<file path="config.mk">
export PLATFORM = sky130hd
export DESIGN_NAME = morse_detect
export DESIGN_NICKNAME = d
export VERILOG_FILES = /design/src/rtl/morse_pkg.sv /design/src/rtl/morse_debounce.sv /design/src/rtl/morse_detect.sv
export SDC_FILE = /design/constraint.sdc
export NUM_CORES = 1
export LEC_CHECK = 0
export BUFFER_PORTS_ARGS = -buffer_cell sky130_fd_sc_hd__clkbuf_2
export CAP_MARGIN = 20
export CORE_ASPECT_RATIO = 0.5
export CORE_MARGIN = 2
export CORE_UTILIZATION = 60
export CTS_CLUSTER_DIAMETER = 200
export DETAILED_ROUTE_END_ITERATION = 10
export PLACE_DENSITY = 0.81
export SLEW_MARGIN = 10
export SYNTH_ARGS = -nofsm -noshare
export SYNTH_HDL_FRONTEND = slang
export SYNTH_SLANG_ARGS = --single-unit
</file>
<file path="constraint.sdc">
create_clock -name clk -period 5.6 [get_ports clk]
set_input_delay 1.12 -clock clk [delete_from_list [all_inputs] [get_ports clk]]
set_output_delay 1.12 -clock clk [all_outputs]
set_load 0.02 [all_outputs]
</file>
<file path="src/rtl/morse_pkg.sv">
// Shared definitions for the Morse receive path.
// - FSM state encoding for the element/sequence tracker.
// - SOS reference pattern (newest element in bit 0, 1 = dash) and its length.
// - Default timing constants in clock cycles at 48 MHz. The dot/dash/gap values
//   are the same ones the upstream blinker uses to key its LED.
package morse_pkg;

    typedef enum logic [1:0] {
        IDLE  = 2'd0,
        MARK  = 2'd1,
        SPACE = 2'd2,
        EMIT  = 2'd3
    } state_t;

    localparam int          CNT_W       = 25;
    localparam logic [4:0]  SEQ_MAX     = 5'd16;
    localparam logic [4:0]  SOS_LEN     = 5'd9;
    localparam logic [8:0]  SOS_PATTERN = 9'b000_111_000;

    // Blinker keying constants.
    localparam logic [CNT_W-1:0] DOT_CYC   = 25'h493E00;
    localparam logic [CNT_W-1:0] DASH_CYC  = 25'hDBBA00;
    localparam logic [CNT_W-1:0] ELEM_GAP  = 25'h500000;
    localparam logic [CNT_W-1:0] REST_CYC  = 25'hFFFFFF;

    // Receiver thresholds derived from the keying constants.
    localparam logic [15:0]      DEB_CYC_DEF  = 16'd48000;
    localparam logic [CNT_W-1:0] MIN_MARK_DEF = 25'h0BB800;
    localparam logic [CNT_W-1:0] DASH_THR_DEF = 25'h927C00;
    localparam logic [CNT_W-1:0] WORD_GAP_DEF = 25'hC00000;

    // True when a finished sequence is exactly S-O-S.
    function automatic logic is_sos(input logic [4:0] len,
                                    input logic [15:0] bits,
                                    input logic ovf);
        return (len == SOS_LEN) && (bits[8:0] == SOS_PATTERN) && !ovf;
    endfunction

endpackage

</file>
<file path="src/rtl/morse_debounce.sv">
// Input conditioner for the keyed line.
// Ports:
//   clk      system clock
//   rst      asynchronous active-high reset (filtered level returns to idle = 1)
//   key_n    raw asynchronous keyed input, active-low
//   key_filt synchronised, debounced level
// The raw line goes through a two-flop synchroniser; the filtered level only
// follows the synchronised value once it has differed for DEB_CYC consecutive
// cycles, so both edges are delayed equally and mark/space widths are kept.
module morse_debounce
    import morse_pkg::*;
#(
    parameter logic [15:0] DEB_CYC = DEB_CYC_DEF
) (
    input  logic clk,
    input  logic rst,
    input  logic key_n,
    output logic key_filt
);

    logic        sync1_reg;
    logic        sync2_reg;
    logic        filt_reg;
    logic [15:0] stab_reg;

    always_ff @(posedge clk or posedge rst) begin
        if (rst) begin
            sync1_reg <= 1'b1;
            sync2_reg <= 1'b1;
            filt_reg  <= 1'b1;
            stab_reg  <= 16'd0;
        end else begin
            sync1_reg <= key_n;
            sync2_reg <= sync1_reg;
            if (sync2_reg == filt_reg) begin
                // Any bounce back to the current level restarts the count.
                stab_reg <= 16'd0;
            end else if (stab_reg == DEB_CYC - 16'd1) begin
                filt_reg <= sync2_reg;
                stab_reg <= 16'd0;
            end else begin
                stab_reg <= stab_reg + 16'd1;
            end
        end
    end

    assign key_filt = filt_reg;

endmodule

</file>
<file path="src/rtl/morse_detect.sv">
// Morse receiver: times marks and spaces of the debounced key, classifies each
// accepted mark as dot or dash, gathers elements into a sequence that ends on a
// word-length space, and flags S-O-S.
// Ports:
//   clk, rst   clock, asynchronous active-high reset
//   key_n      keyed input, active-low (0 = mark)
//   sym_valid  1-cycle pulse per accepted element, sym_dash = 1 for a dash
//   seq_valid  1-cycle pulse when a sequence ends
//   seq_len    element count of the last sequence (0..16), held
//   seq_bits   last sequence, bit 0 = newest element, 1 = dash, held
//   seq_ovf    last sequence had more than 16 elements, held
//   sos_det    1-cycle pulse with seq_valid when the sequence is SOS
//   led_g      active-low status LED, lit from an SOS until a non-SOS sequence
module morse_detect
    import morse_pkg::*;
#(
    parameter logic [15:0]      DEB_CYC  = DEB_CYC_DEF,
    parameter logic [CNT_W-1:0] MIN_MARK = MIN_MARK_DEF,
    parameter logic [CNT_W-1:0] DASH_THR = DASH_THR_DEF,
    parameter logic [CNT_W-1:0] WORD_GAP = WORD_GAP_DEF
) (
    input  logic        clk,
    input  logic        rst,
    input  logic        key_n,
    output logic        sym_valid,
    output logic        sym_dash,
    output logic        seq_valid,
    output logic [4:0]  seq_len,
    output logic [15:0] seq_bits,
    output logic        seq_ovf,
    output logic        sos_det,
    output logic        led_g
);

    logic key_filt;
    logic mark;

    morse_debounce #(
        .DEB_CYC (DEB_CYC)
    ) u_debounce (
        .clk      (clk),
        .rst      (rst),
        .key_n    (key_n),
        .key_filt (key_filt)
    );

    assign mark = ~key_filt;

    state_t           state_reg,     state_next;
    logic [CNT_W-1:0] cnt_reg,       cnt_next;
    logic [4:0]       len_reg,       len_next;
    logic [15:0]      bits_reg,      bits_next;
    logic             ovf_reg,       ovf_next;
    logic             sym_valid_reg, sym_valid_next;
    logic             sym_dash_reg,  sym_dash_next;
    logic             seq_valid_reg, seq_valid_next;
    logic [4:0]       seq_len_reg,   seq_len_next;
    logic [15:0]      seq_bits_reg,  seq_bits_next;
    logic             seq_ovf_reg,   seq_ovf_next;
    logic             sos_reg,       sos_next;
    logic             led_reg,       led_next;

    logic [CNT_W-1:0] cnt_inc;
    logic             is_dash;

    // Saturating duration count: a mark held forever parks at all-ones.
    assign cnt_inc = (&cnt_reg) ? cnt_reg : cnt_reg + 25'd1;
    assign is_dash = (cnt_reg >= DASH_THR);

    always_ff @(posedge clk or posedge rst) begin
        if (rst) begin
            state_reg     <= IDLE;
            cnt_reg       <= '0;
            len_reg       <= '0;
            bits_reg      <= '0;
            ovf_reg       <= 1'b0;
            sym_valid_reg <= 1'b0;
            sym_dash_reg  <= 1'b0;
            seq_valid_reg <= 1'b0;
            seq_len_reg   <= '0;
            seq_bits_reg  <= '0;
            seq_ovf_reg   <= 1'b0;
            sos_reg       <= 1'b0;
            led_reg       <= 1'b1;
        end else begin
            state_reg     <= state_next;
            cnt_reg       <= cnt_next;
            len_reg       <= len_next;
            bits_reg      <= bits_next;
            ovf_reg       <= ovf_next;
            sym_valid_reg <= sym_valid_next;
            sym_dash_reg  <= sym_dash_next;
            seq_valid_reg <= seq_valid_next;
            seq_len_reg   <= seq_len_next;
            seq_bits_reg  <= seq_bits_next;
            seq_ovf_reg   <= seq_ovf_next;
            sos_reg       <= sos_next;
            led_reg       <= led_next;
        end
    end

    always_comb begin
        state_next     = state_reg;
        cnt_next       = cnt_reg;
        len_next       = len_reg;
        bits_next      = bits_reg;
        ovf_next       = ovf_reg;
        sym_valid_next = 1'b0;
        sym_dash_next  = 1'b0;
        seq_valid_next = 1'b0;
        seq_len_next   = seq_len_reg;
        seq_bits_next  = seq_bits_reg;
        seq_ovf_next   = seq_ovf_reg;
        sos_next       = 1'b0;
        led_next       = led_reg;

        case (state_reg)
            IDLE: begin
                cnt_next = '0;
                if (mark) begin
                    state_next = MARK;
                    cnt_next   = 25'd1;
                end
            end

            MARK: begin
                if (mark) begin
                    cnt_next = cnt_inc;
                end else if (cnt_reg < MIN_MARK) begin
                    // Noise: drop it; an open sequence keeps waiting for
                    // its word gap, measured afresh from this fall.
                    if (len_reg != 5'd0) begin
                        state_next = SPACE;
                        cnt_next   = 25'd1;
                    end else begin
                        state_next = IDLE;
                        cnt_next   = '0;
                    end
                end else begin
                    sym_valid_next = 1'b1;
                    sym_dash_next  = is_dash;
                    bits_next      = {bits_reg[14:0], is_dash};
                    if (len_reg == SEQ_MAX) begin
                        ovf_next = 1'b1;
                    end else begin
                        len_next = len_reg + 5'd1;
                    end
                    state_next = SPACE;
                    cnt_next   = 25'd1;
                end
            end

            SPACE: begin
                // Word gap wins over a mark starting in the same cycle.
                if (cnt_reg == WORD_GAP) begin
                    state_next = EMIT;
                end else if (mark) begin
                    state_next = MARK;
                    cnt_next   = 25'd1;
                end else begin
                    cnt_next = cnt_inc;
                end
            end

            EMIT: begin
                seq_valid_next = 1'b1;
                seq_len_next   = len_reg;
                seq_bits_next  = bits_reg;
                seq_ovf_next   = ovf_reg;
                sos_next       = is_sos(len_reg, bits_reg, ovf_reg);
                led_next       = ~is_sos(len_reg, bits_reg, ovf_reg);
                len_next       = '0;
                bits_next      = '0;
                ovf_next       = 1'b0;
                cnt_next       = '0;
                state_next     = IDLE;
            end

            default: begin
                state_next = IDLE;
                cnt_next   = '0;
            end
        endcase
    end

    assign sym_valid = sym_valid_reg;
    assign sym_dash  = sym_dash_reg;
    assign seq_valid = seq_valid_reg;
    assign seq_len   = seq_len_reg;
    assign seq_bits  = seq_bits_reg;
    assign seq_ovf   = seq_ovf_reg;
    assign sos_det   = sos_reg;
    assign led_g     = led_reg;

endmodule

</file>
After elaboration in Yosys (flattened, before gate mapping)

Cells that the tools add are included.

Add/subtract/negate cells: 3
$lt $le $gt $ge: 2
Equal/unequal tests: 14
Muxes and demuxes: 35
Bitwise logic cells: 2
Reduce and logical (&&, ||, !) cells: 11

Operators by type and width:

| cell                                                          | count |
|---|---|
| two-way mux 25 bit                                            | 5 |
| case mux 25 bit (4 select lines)                              | 1 |
| two-way mux 16 bit                                            | 4 |
| case mux 16 bit (2 select lines)                              | 1 |
| adder 25 x 1 -> 25 bit (second input constant)                | 1 |
| equality test 25 x 24 -> 1 bit (second input constant)        | 1 |
| >= comparator 25 x 24 -> 1 bit (second input constant)        | 1 |
| less-than comparator 25 x 20 -> 1 bit (second input constant) | 1 |
| AND reduction 25 bit                                          | 1 |
| adder 16 x 1 -> 16 bit (second input constant)                | 1 |
| equality test 16 bit (second input constant)                  | 1 |
| two-way mux 5 bit                                             | 3 |
| two-way mux 1 bit                                             | 13 |
| two-way mux 2 bit                                             | 5 |
| case mux 5 bit (2 select lines)                               | 1 |
| equality test 9 x 6 -> 1 bit (second input constant)          | 1 |
| != test 2 bit (second input constant)                         | 4 |
| case mux 2 bit (4 select lines)                               | 1 |
| AND reduction 4 bit                                           | 2 |
| adder 5 x 1 -> 5 bit (second input constant)                  | 1 |
| equality test 5 x 4 -> 1 bit (second input constant)          | 1 |
| equality test 5 bit (second input constant)                   | 1 |
| nonzero test 5 bit                                            | 1 |
| equality test 2 bit (second input constant)                   | 2 |
| 11 further kinds                                              | 13 |

Register bits: 95
Output and inout port bits: 27
Word-level logic and storage cells: 84

Depth between registers and ports, before layout

Gate-level depths: netlist (run 1).

Word-level depth: 5
Mapped depth: 9

Cells and area by module

A second synthesis (run 1) with hierarchy kept.

Cells, all modules: 468
Area, all modules: 4648.2 um2

Modules (own cells, without submodules):

| module         | times used | cells each | area each (um2) | seq. area each (um2) |
|---|---|---|---|---|
| morse_detect   | 1          | 381        | 3753.6          | 1903.1 |
| morse_debounce | 1          | 87         | 894.6           | 479.2 |

Worst setup path before layout (run 1)

OpenSTA, ideal clock, no wires.

Path type: register -> register
Start: reg cnt_reg[0]
End: reg cnt_reg[7]
Setup time: 0.078 ns
Arrival: 1.687 ns
Required time: 5.522 ns
Path slack: 3.835 ns
Cell stages (with the launch flop): 8
Path buffers: 1
Cells stage by stage: dfrtp_1 ha_1 nand3_1 nor2_1 and3_1 buf_2 or4_1 a21oi_1

Word-level cells in the longest chain between the ends: 5

Ends and longest elaborated chain:

| what                                                           | line                | source |
|---|---|---|
| start: declaration                                             | morse_detect.sv:50  | `logic [CNT_W-1:0] cnt_reg, cnt_next;` |
| start signal: assignment                                       | morse_detect.sv:87  | `cnt_reg <= cnt_next;` |
| adder 25 x 1 -> 25 bit or AND reduction 25 bit (tied branches) | morse_detect.sv:67  | `assign cnt_inc = (&cnt_reg) ? cnt_reg : cnt_reg + 25'd1;` |
| two-way mux 25 bit                                             | morse_detect.sv:67  |  |
| two-way mux 25 bit                                             | morse_detect.sv:157 | `end else if (mark) begin` |
| two-way mux 25 bit                                             | morse_detect.sv:155 | `if (cnt_reg == WORD_GAP) begin` |
| case mux 25 bit (4 select lines)                               | morse_detect.sv:117 | `case (state_reg)` |

Parallel ways exist; a longest one is shown, timed or not. The select of a mux whose other input is x is not followed.
A chain may end at the register's enable or synchronous reset.

Worst setup path in the final report (run 1)

Start: reg state_reg[0]
End: reg led_reg (netlist: led_g)

Word-level cells in the longest chain between the ends: 1

Ends and longest elaborated chain:

| what                     | line                | source |
|---|---|---|
| start: declaration       | morse_detect.sv:49  | `state_t state_reg, state_next;` |
| start signal: assignment | morse_detect.sv:86  | `state_reg <= state_next;` |
| equality test 2 bit      | morse_detect.sv:117 |  |
| end signal: assignment   | morse_detect.sv:98  | `led_reg <= led_next;` |
| end: declaration         | morse_detect.sv:61  | `logic led_reg, led_next;` |

No other way between the ends.

==> results of run 1 <==
logic make-up (layout without fill, tap and decap cells):
| kind of cell | count (synthesis) | after routing |
|---|---|---|
| AO/OA/AOI/OAI | 81 | 81 |
| AND/OR/NAND/NOR | 236 | 236 |
| flip-flops | 95 | 95 |
| buffers and inverters | 41 | 59 |
| adder cells (fa/ha/maj) | 6 | 6 |
| multiplexers | 5 | 5 |
| XOR/XNOR | 18 | 18 |
path summary, 6_finish.rpt:
| check | to | cells past startpoint | start |
|---|---|---|---|
| worst min-delay path | u_debounce.sync2_reg | 0 | u_debounce.sync1_reg |
| worst max register to register | led_g | 5 | state_reg[0] |
| worst min register to register | u_debounce.sync2_reg | 0 | u_debounce.sync1_reg |
| worst max-delay path | led_g | 5 | state_reg[0] |
| min in group asynchronous | u_debounce.stab_reg[10] | 2 | rst |
| max in group asynchronous | cnt_reg[16] | 3 | rst |
synthesized netlist by cell type, types with 3 or more instances:
cell type,n
sky130_fd_sc_hd__buf_4,3
sky130_fd_sc_hd__a22o_1,15
sky130_fd_sc_hd__dfstp_2,4
sky130_fd_sc_hd__ha_1,6
sky130_fd_sc_hd__nor3_1,5
sky130_fd_sc_hd__buf_2,15
sky130_fd_sc_hd__nand3_1,30
sky130_fd_sc_hd__xnor2_1,10
sky130_fd_sc_hd__clkbuf_1,6
sky130_fd_sc_hd__buf_6,3
sky130_fd_sc_hd__mux2i_1,3
sky130_fd_sc_hd__nor2_1,37
sky130_fd_sc_hd__or4_1,15
sky130_fd_sc_hd__and3_1,10
sky130_fd_sc_hd__nand2_1,80
sky130_fd_sc_hd__nand4_1,10
sky130_fd_sc_hd__or3_1,6
sky130_fd_sc_hd__a21oi_1,27
sky130_fd_sc_hd__dfrtp_1,91
sky130_fd_sc_hd__o21ai_0,14
sky130_fd_sc_hd__o31ai_1,14
sky130_fd_sc_hd__inv_1,12
sky130_fd_sc_hd__xor2_1,8
sky130_fd_sc_hd__nor4_1,16
sky130_fd_sc_hd__and2_1,3
through the flow:
stage | worst slack (ns) | hold WS (ns)
finish | 2.96 | 0.352
global route | 2.61 | 0.357
CTS | 2.89 | 0.350
detailed placement | 2.98 | 0.348
global placement | 3.08 | 0.348
floorplan | 2.01 | 0.345
power by group:
part / internal, mW / switching, mW / leakage, nW
combinational: 0.00331 / 0.0167 / 0.800
clock: 0.350 / 0.265 / 0.141
sequential: 0.689 / 0.00229 / 1.29
worst max-delay path: stages, from the launching register on:
cell	delay, ns
sky130_fd_sc_hd__dfrtp_1	0.47
sky130_fd_sc_hd__nand2_1	0.71
sky130_fd_sc_hd__clkinv_1	0.88
sky130_fd_sc_hd__nand3_1	0.25
sky130_fd_sc_hd__nor3_1	0.10
sky130_fd_sc_hd__nor2_1	0.14
metal layers:
layer	part of all wire	GRT usage
met4	0.016	0.0920
met1	0.47	0.327
met3	0.040	0.0631
met5	0	0
met2	0.47	0.431
cell type report:
class / count / area [sq um] / area share
flip-flops and latches: 95 / 2380 / 0.472
multi-input cells: 346 / 2050 / 0.405
clock buffers: 11 / 233 / 0.0461
repair buffers: 30 / 153 / 0.0302
well taps: 96 / 120 / 0.0238
clock inverters: 5 / 63.8 / 0.0126
inverters: 13 / 50.0 / 0.00992
==> parameters.txt, run 1 <==
Parameter                              Value

Outcome
  Result of the run    finished, final reports clean

STA
  Final hold viol count    0
  RSZ-0062 raised after global routing    false
  Final Max Slew Viols    0
  Count of final setup violators    0
  Period minus WS final    2.64 ns
  Worst rel slew slack    0.397
  Max Clock Skew    0.00575 ns
  Fmax    0.379 GHz
  Post-route fraction of the period consumed by the critical path    0.471
  Setup Total Neg Slack    0 ns
  Tightest Pin Transition    0.902 ns

Clock network
  Clock network latency to the later pin of the worst-skew pair    0.35 ns
  Master cell of the clock root buffer    sky130_fd_sc_hd__clkbuf_16
  Maximum buffer depth of the clock tree    2
  Clock buffer count from CTS    9
  Post CTS Setup Buffer Count    0
  CTS H-tree lvls    3
  Clock net sink count    95
  Hold Buf Count CTS    0
  Number of gates resized after CTS    0
  CTS tree    built
  CTS clock-pin slew for the worst setup and hold paths    0.07 ns

Yosys
  Synth async-reset ratio    1.00
  Dominant combinational cell family by area after synthesis    simple AND/OR/NAND/NOR gates
  Synth Net Count    491
  Share of cell area taken by muxes after synthesis    0.0113
  Cell Area, Synth    4630 sq um
  Adder and majority cell fraction of the synthesized area    0.0162
  Biggest area contributors in the synthesized netlist    sky130_fd_sc_hd__dfrtp_1 49%, sky130_fd_sc_hd__nand2_1 6.5%, sky130_fd_sc_hd__nand3_1 3.2%, sky130_fd_sc_hd__nor2_1 3.0%, sky130_fd_sc_hd__a21oi_1 2.9%
  Number of warning messages in the yosys log    0
  Synthesized area per cell    9.62 sq um
  Total of flip-flops plus latches after synthesis    95
  Number of flops mapped to enable cells by yosys    0
  Parity-gate share of the synthesized area counting xor and xnor cells    0.0340
  Post-Synth Simple-Gate Area    0.264
  Synth Area in Compound Gates    0.116
  Syn Inst Count    482
  Count of different cell masters after synthesis    55
  Portion of synthesized cell area occupied by the leading cell type    0.491
  Sequential area share after synthesis    0.514
  Main synth FF type    sky130_fd_sc_hd__dfrtp_1
  Leading area contributor after synthesis    sky130_fd_sc_hd__dfrtp_1

Route
  Drt via density    6.10
  Wire length after detailed routing    9.77 mm
  Count of TritonRoute iterations in the first routing pass    5
  Count of vias placed by the detailed router    3636
  Count of antenna-violating nets left after detailed routing    0
  Total DRC errors in the routed layout    0
  Iteration-0 DRC count of the detailed router    350
  Wire per inst    16.4 um

Floorplan
  Placeable core area    7400 sq um
  Initial Util    0.626
  Floorplan die width    128 um
  Placement Rows    22
  Die H    66.1 um
  Die area    8490 sq um
  Top-level I/O count    30

Placed design
  Placer Congestion    0.855
  Total instance count after detailed placement    580
  Post-detailed-placement half-perimeter wirelength    6.51 mm
  Post-Place Cell Area    4750 sq um
  Number of port buffers    29

Power
  Final total power    1.33 mW
  Total power density per cell area    263 nW/um^2
  Leak pwr    2.23 nW
  Maximum VDD drop    171 uV

Worst setup path
  Required time at the worst-slack endpoint    5.88 ns
  Worst-path maximum fanout    28
  Nature of the critical path endpoint    flip-flop
  Critical path type    flip-flop to flip-flop
  Minimum setup slack among reg-to-reg paths    2.96 ns
  CP Launch Type    flip-flop
  Worst EP arrival    2.92 ns

Cells and area
  Share of post-route cells with drive strength above 1    0.126
  Leading cell type in the layout, fill and taps excluded    sky130_fd_sc_hd__dfrtp_1
  Total Nets Final    504
  Number of standard cells in the final layout excluding fillers    596
  Final design instance area without fill    5050 sq um
  Area Overhead vs Synth    8.91%
  Final core occ    0.682
  Number of flip-flops in the largest register    25
  Diode count    0
  Number of filler cells placed in the layout    585
  Commonest non-fill, non-tap cells in the layout    91 x sky130_fd_sc_hd__dfrtp_1, 80 x sky130_fd_sc_hd__nand2_1, 37 x sky130_fd_sc_hd__nor2_1

Global routing
  Congestion Overflow GR    0
  Vias in the first global route    3532
  GR Util All Layers    0.256
  Global-route wire length before repair    16.8 mm
  Maximum number of pins on one net before global-route repair    58
  Initial antenna violation count    0

Run
  Number of max-cap violations    0

Min path
  Worst min-delay path category    flip-flop to flip-flop
Power figures use the tool's default switching activity.
==> inputs of run 2 (changes only) <==
==> constraint.sdc (replaced) <==
create_clock -name clk -period 2.5 [get_ports clk]
set_input_delay 0.5 -clock clk [delete_from_list [all_inputs] [get_ports clk]]
set_output_delay 0.5 -clock clk [all_outputs]
set_load 0.02 [all_outputs]
==> run 2 against run 1 <==
  * Clock skew up 0.0021 ns
  * Global-route usage down 0.20 points
  * Maximum frequency up 23%
  * Wire length up 0.51%
  * Sequential cell count unchanged
  * Sequential share of layout area down 0.52 points
  * Non-clock buffer count up 7
  * Combinational power rose to 2.6 times the previous value
  * First-iteration DRC count down 19%
  * Via count up 2.4%
  * Critical path depth unchanged
==> parameters.txt, run 2 (synthesis gave the netlist of run 1 again) <==
Parameter                              Value

Route
  Drt via density    6.18 (was 6.10)
  Iteration-0 DRC count of the detailed router    284 (was 350)
  Total DRC errors in the routed layout    0 (unchanged)
  Count of vias placed by the detailed router    3725 (was 3636)
  Wire length after detailed routing    9.82 mm (was 9.77 mm)
  Wire per inst    16.3 um (was 16.4 um)
  Count of TritonRoute iterations in the first routing pass    5 (unchanged)
  Count of antenna-violating nets left after detailed routing    0 (unchanged)

Cells and area
  Total Nets Final    511 (was 504)
  Commonest non-fill, non-tap cells in the layout    91 x sky130_fd_sc_hd__dfrtp_1, 80 x sky130_fd_sc_hd__nand2_1, 37 x sky130_fd_sc_hd__nor2_1 (unchanged)
  Area Overhead vs Synth    10.1% (was 8.91%)
  Leading cell type in the layout, fill and taps excluded    sky130_fd_sc_hd__dfrtp_1 (unchanged)
  Number of filler cells placed in the layout    560 (was 585)
  Share of post-route cells with drive strength above 1    0.138 (was 0.126)
  Diode count    0 (unchanged)
  Number of flip-flops in the largest register    25 (unchanged)

Worst setup path
  Critical Path, Cell by Cell    and3_1, o2111ai_2, a31o_2, a21oi_1, mux2_2 (was nand2_1, clkinv_1, nand3_1, nor3_1, nor2_1)
  Worst EP arrival    2.38 ns (was 2.92 ns)
  Required time at the worst-slack endpoint    2.73 ns (was 5.88 ns)
  Crit-path max cell delay    0.49 ns (was 0.88 ns)
  Bufs and invs on worst path    0 (was 1)
  Critical path type    flip-flop to flip-flop (unchanged)
  CP Launch Type    flip-flop (unchanged)
  Largest delay share family, worst path    compound AO/OA/AOI/OAI gates (was simple AND/OR/NAND/NOR gates)
  Nature of the critical path endpoint    flip-flop (unchanged)
  Worst-path maximum fanout    22 (was 28)
  Critical-path top delay cell    sky130_fd_sc_hd__dfrtp_1 (was sky130_fd_sc_hd__clkinv_1)

Power
  Final total power    2.87 mW (was 1.33 mW)
  Leak pwr    2.26 nW (was 2.23 nW)
  Total power density per cell area    563 nW/um^2 (was 263 nW/um^2)
  Maximum VDD drop    394 uV (was 171 uV)

Global routing
  Initial antenna violation count    0 (unchanged)
  Congestion Overflow GR    0 (unchanged)
  GR Util All Layers    0.254 (was 0.256)
  Vias in the first global route    3493 (was 3532)
  Maximum number of pins on one net before global-route repair    33 (was 58)
  Global-route wire length before repair    16.7 mm (was 16.8 mm)

Clock network
  Master cell of the clock root buffer    sky130_fd_sc_hd__clkbuf_16 (unchanged)
  Clock network latency to the later pin of the worst-skew pair    0.35 ns (about the same)
  Clock buffer count from CTS    9 (unchanged)
  Post CTS Setup Buffer Count    0 (unchanged)
  CTS tree    built (unchanged)
  Maximum buffer depth of the clock tree    2 (unchanged)
  CTS H-tree lvls    3 (unchanged)
  Number of gates resized after CTS    0 (unchanged)
  Hold Buf Count CTS    0 (unchanged)
  Clock net sink count    95 (unchanged)
  CTS clock-pin slew for the worst setup and hold paths    0.06 ns (was 0.07 ns)

Floorplan
  Placeable core area    7400 sq um (unchanged)
  Die H    66.1 um (unchanged)
  Die area    8490 sq um (unchanged)
  Floorplan die width    128 um (unchanged)
  Initial Util    0.626 (unchanged)
  Placement Rows    22 (unchanged)
  Top-level I/O count    30 (unchanged)

Placed design
  Number of port buffers    29 (unchanged)
  Post-detailed-placement half-perimeter wirelength    6.83 mm (was 6.51 mm)
  Placer Congestion    0.935 (was 0.855)

Outcome
  Result of the run    finished, final reports clean (unchanged)

STA
  Count of final setup violators    0 (unchanged)
  Fmax    0.466 GHz (was 0.379 GHz)
  Tightest Pin Transition    0.846 ns (was 0.902 ns)
  Final hold viol count    0 (unchanged)
  Final Max Slew Viols    0 (unchanged)
  Post-route fraction of the period consumed by the critical path    0.859 (was 0.471)
  Period minus WS final    2.15 ns (was 2.64 ns)
  RSZ-0062 raised after global routing    false (unchanged)
  Max Clock Skew    0.00788 ns (was 0.00575 ns)
  Setup Total Neg Slack    0 ns (unchanged)
  Worst rel slew slack    0.436 (was 0.397)

Run
  Number of max-cap violations    0 (unchanged)

Min path
  Worst min-delay path category    primary input to flip-flop (was flip-flop to flip-flop)
run 2: cell types whose count changed in the layout (fill, tap and decap cells not counted), sizes merged:
cell | previous run | this run
clkinv | 3 | 1
clkinvlp | 1 | 4
bufinv | 1 | 0
buf | 1 | 8
run 2: worst paths after layout:
path | from | endpoint | slack (ns) | cells past startpoint
max | cnt_reg[11] | len_reg[0] | 0.35 | 5
max reg2reg | cnt_reg[11] | len_reg[0] | 0.35 | 5
min | key_n | u_debounce.sync1_reg | 0.24 | 1
max in group asynchronous | rst | cnt_reg[5] | 1.60 | 3
min in group asynchronous | rst | sos_det | 0.26 | 2
min reg2reg | u_debounce.sync1_reg | u_debounce.sync2_reg | 0.36 | 0
run 2: stage by stage:
stage | worst slack [ns] | cells | area, sq um | util | hold slack [ns]
2_1_floorplan | 0.735 | 482 | 4640 | - | 0.345
3_3_place_gp | 0.479 | 587 | 4830 | 0.652 | 0.349
3_5_place_dp | 0.404 | 587 | 4830 | 0.652 | 0.348
4_1_cts | 0.381 | 603 | 5100 | 0.689 | 0.233
5_1_grt | 0.218 | 603 | 5100 | 0.689 | 0.233
6_report | 0.353 | 603 | 5100 | 0.689 | 0.240
run 2: layout make-up:
cell class,count,area [sq um],area share
flip-flops and latches,95,2380,0.467
repair buffers,37,230,0.0451
well taps,96,120,0.0235
multi-input cells,346,2050,0.401
clock inverters,5,40.0,0.00785
inverters,13,52.6,0.0103
clock buffers,11,233,0.0456
run 2: metal layers:
layer	vias up	part of all wire	track usage
met2	113	0.48	0.411
met5	-	0	0
met3	10	0.064	0.0704
li1	1767	-	-
met4	0	0.0089	0.0742
met1	1835	0.45	0.339
run 2: power by group:
part	switching [mW]	internal, mW	total, mW
sequential	0.00504	1.54	1.55
combinational	0.0383	0.0138	0.0521
clock	0.592	0.682	1.27
total	0.636	2.24	2.87
run 2: worst register-to-register path: stages, from the launching register on:
cell	delay, ns
sky130_fd_sc_hd__dfrtp_1	0.49
sky130_fd_sc_hd__and3_1	0.25
sky130_fd_sc_hd__o2111ai_2	0.21
sky130_fd_sc_hd__a31o_2	0.45
sky130_fd_sc_hd__a21oi_1	0.28
sky130_fd_sc_hd__mux2_2	0.37
==> inputs of run 3 (changes only) <==
--- a/config.mk
+++ b/config.mk
@@ -9,10 +9,10 @@
 export CAP_MARGIN = 20
 export CORE_ASPECT_RATIO = 0.5
 export CORE_MARGIN = 2
-export CORE_UTILIZATION = 60
+export CORE_UTILIZATION = 32
 export CTS_CLUSTER_DIAMETER = 200
 export DETAILED_ROUTE_END_ITERATION = 10
-export PLACE_DENSITY = 0.81
+export PLACE_DENSITY = 0.5
 export SLEW_MARGIN = 10
 export SYNTH_ARGS = -nofsm -noshare
 export SYNTH_HDL_FRONTEND = slang
==> run 3 against run 2 <==
  * Non-clock buffer count up 2
  * Cell count up 17%
  * Power up 9.1%
  * Count of clock-buffer cells in the layout down 2
  * Utilization down 32 points
  * First-iteration DRC count down 0.35%
  * Worst setup slack better by 0.015 ns
  * Critical endpoint is now cnt_reg[20]
==> parameters.txt, run 3 (synthesis gave the netlist of run 1 again) <==
Parameter                              Value

Global routing
  GR Util All Layers    0.153 (was 0.254)
  Vias in the first global route    3555 (was 3493)
  Congestion Overflow GR    0 (unchanged)
  Global-route wire length before repair    18.8 mm (was 16.7 mm)
  Maximum number of pins on one net before global-route repair    33 (unchanged)
  Initial antenna violation count    0 (unchanged)

Cells and area
  Number of flip-flops in the largest register    25 (unchanged)
  Commonest non-fill, non-tap cells in the layout    91 x sky130_fd_sc_hd__dfrtp_1, 80 x sky130_fd_sc_hd__nand2_1, 37 x sky130_fd_sc_hd__nor2_1 (unchanged)
  Diode count    0 (unchanged)
  Total Nets Final    513 (was 511)
  Share of post-route cells with drive strength above 1    0.145 (was 0.138)
  Area Overhead vs Synth    14.1% (was 10.1%)
  Final design instance area without fill    5290 sq um (was 5100 sq um)
  Leading cell type in the layout, fill and taps excluded    sky130_fd_sc_hd__dfrtp_1 (unchanged)

Worst setup path
  CP Launch Type    flip-flop (unchanged)
  Minimum setup slack among reg-to-reg paths    0.37 ns (was 0.35 ns)
  Required time at the worst-slack endpoint    2.77 ns (was 2.73 ns)
  Reg2reg end    cnt_reg[20] (was len_reg[0])
  Worst-case reg-to-reg path depth    6 (was 5)
  Nature of the critical path endpoint    flip-flop (unchanged)
  Critical path type    flip-flop to flip-flop (unchanged)
  Worst EP arrival    2.40 ns (was 2.38 ns)
  Worst-path maximum fanout    18 (was 22)
  Launch instance of the worst register-to-register path    cnt_reg[0] (was cnt_reg[11])

Clock network
  Clock buffer count from CTS    9 (unchanged)
  Maximum buffer depth of the clock tree    2 (unchanged)
  CTS H-tree lvls    3 (unchanged)
  Post CTS Setup Buffer Count    0 (unchanged)
  Master cell of the clock root buffer    sky130_fd_sc_hd__clkbuf_16 (unchanged)
  CTS tree    built (unchanged)
  CTS clock-pin slew for the worst setup and hold paths    0.07 ns (was 0.06 ns)
  Clock net sink count    95 (unchanged)
  Number of gates resized after CTS    0 (unchanged)
  Hold Buf Count CTS    0 (unchanged)
  Clock network latency to the later pin of the worst-skew pair    0.34 ns (was 0.35 ns)

STA
  Period minus WS final    2.13 ns (was 2.15 ns)
  Final Max Slew Viols    0 (unchanged)
  Worst rel slew slack    0.458 (was 0.436)
  Max Clock Skew    0.00773 ns (was 0.00788 ns)
  Count of final setup violators    0 (unchanged)
  RSZ-0062 raised after global routing    false (unchanged)
  Final hold viol count    0 (unchanged)
  Worst hold margin    0.234 ns (was 0.240 ns)
  Setup Total Neg Slack    0 ns (unchanged)
  Post-route fraction of the period consumed by the critical path    0.853 (was 0.859)
  Fmax    0.469 GHz (was 0.466 GHz)
  Tightest Pin Transition    0.813 ns (was 0.846 ns)

Min path
  End point of the most critical hold path    u_debounce.sync1_reg (unchanged)
  Number of cells on the worst hold path    1 (unchanged)
  Min-delay src    key_n (unchanged)
  Worst min-delay path category    primary input to flip-flop (unchanged)

Floorplan
  Die area    15500 sq um (was 8490 sq um)
  Floorplan die width    174 um (was 128 um)
  Top-level I/O count    30 (unchanged)
  Die H    89.1 um (was 66.1 um)
  Placeable core area    14300 sq um (was 7400 sq um)
  Placement Rows    31 (was 22)
  Initial Util    0.324 (was 0.626)

Power
  Switching Share    0.220 (was 0.221)
  Power Internal    2.45 mW (was 2.24 mW)
  Net switching power of the design    688 uW (was 636 uW)
  Gate power share    0.016 (was 0.018)
  Total power density per cell area    593 nW/um^2 (was 563 nW/um^2)
  Clk network pwr share    0.490 (was 0.443)
  Maximum VDD drop    340 uV (was 394 uV)
  Sequential Power Share    0.493 (was 0.539)
  Leak pwr    2.30 nW (was 2.26 nW)

Placed design
  Placer Congestion    0.814 (was 0.935)
  Post-Place Cell Area    4960 sq um (was 4830 sq um)
  Number of port buffers    29 (unchanged)
  Post-detailed-placement half-perimeter wirelength    7.33 mm (was 6.83 mm)

Route
  Total DRC errors in the routed layout    0 (unchanged)
  Count of TritonRoute iterations in the first routing pass    4 (was 5)
  Count of vias placed by the detailed router    3595 (was 3725)
  Wire length after detailed routing    10.7 mm (was 9.82 mm)
  Count of antenna-violating nets left after detailed routing    0 (unchanged)
  Iteration-0 DRC count of the detailed router    283 (was 284)
  Drt via density    5.08 (was 6.18)
  Wire per inst    15.1 um (was 16.3 um)

Outcome
  Result of the run    finished, final reports clean (unchanged)

Run
  Number of max-cap violations    0 (unchanged)
run 3: cell types whose count changed in the layout (fill, tap and decap cells not counted), moves of 2 or more:
cell                         delta
sky130_fd_sc_hd__buf_4          +3
sky130_fd_sc_hd__bufinv_16      +2
sky130_fd_sc_hd__clkbuf_1       -2
sky130_fd_sc_hd__clkinvlp_4     -2
sky130_fd_sc_hd__inv_8          +2
run 3: routing by layer:
metal,up-vias,GRT usage,wire length (um)
met1,1771,0.218,5520
met3,9,0.0340,334
met2,45,0.237,4770
li1,1770,-,-
met4,0,0.0390,81
met5,-,0,0
run 3: worst max-delay path by stage:
stage / from / to / slack (ns) / cells past startpoint
finish: cnt_reg[0] / cnt_reg[20] / 0.37 / 6
global route: cnt_reg[0] / cnt_reg[12] / 0.17 / 6
CTS: cnt_reg[0] / cnt_reg[10] / 0.34 / 6
detailed placement: cnt_reg[0] / cnt_reg[10] / 0.37 / 6
global placement: cnt_reg[0] / cnt_reg[14] / 0.39 / 6
floorplan: cnt_reg[0] / cnt_reg[7] / 0.73 / 7
run 3: critical path, stage by stage, from the launching register on:
cell                      delay [ns]
sky130_fd_sc_hd__dfrtp_1        0.41
sky130_fd_sc_hd__ha_1           0.27
sky130_fd_sc_hd__nand3_1        0.22
sky130_fd_sc_hd__nor2_1         0.09
sky130_fd_sc_hd__and3_1         0.37
sky130_fd_sc_hd__or4_1          0.54
sky130_fd_sc_hd__a21oi_1        0.16
run 3: through the flow:
stage	total power, mW	cells	utilization	worst slack [ns]
floorplan	1.61	482	-	0.735
finish	3.14	707	0.370	0.368
global route	3.26	707	0.370	0.168
global placement	1.63	691	0.347	0.391
CTS	3.19	707	0.370	0.344
detailed placement	1.63	691	0.347	0.370
run 3: layout make-up:
type / instances / area, sq um
fill: 1454 / 9020
sequential: 95 / 2380
multi-input combinational: 346 / 2050
tap: 198 / 248
timing repair buffer: 39 / 233
clock buffer: 9 / 225
clock inverter: 7 / 104
inverter: 13 / 52.6
run 3: power groups by stage:
stage | Clock (mW) | Combinational (mW) | Sequential, mW
2_1_floorplan | 0 | 0.0346 | 1.58
3_3_place_gp | 0 | 0.0542 | 1.58
3_5_place_dp | 0 | 0.0553 | 1.58
4_1_cts | 1.59 | 0.0553 | 1.55
6_report | 1.54 | 0.0509 | 1.55
5_1_grt | 1.65 | 0.0614 | 1.55
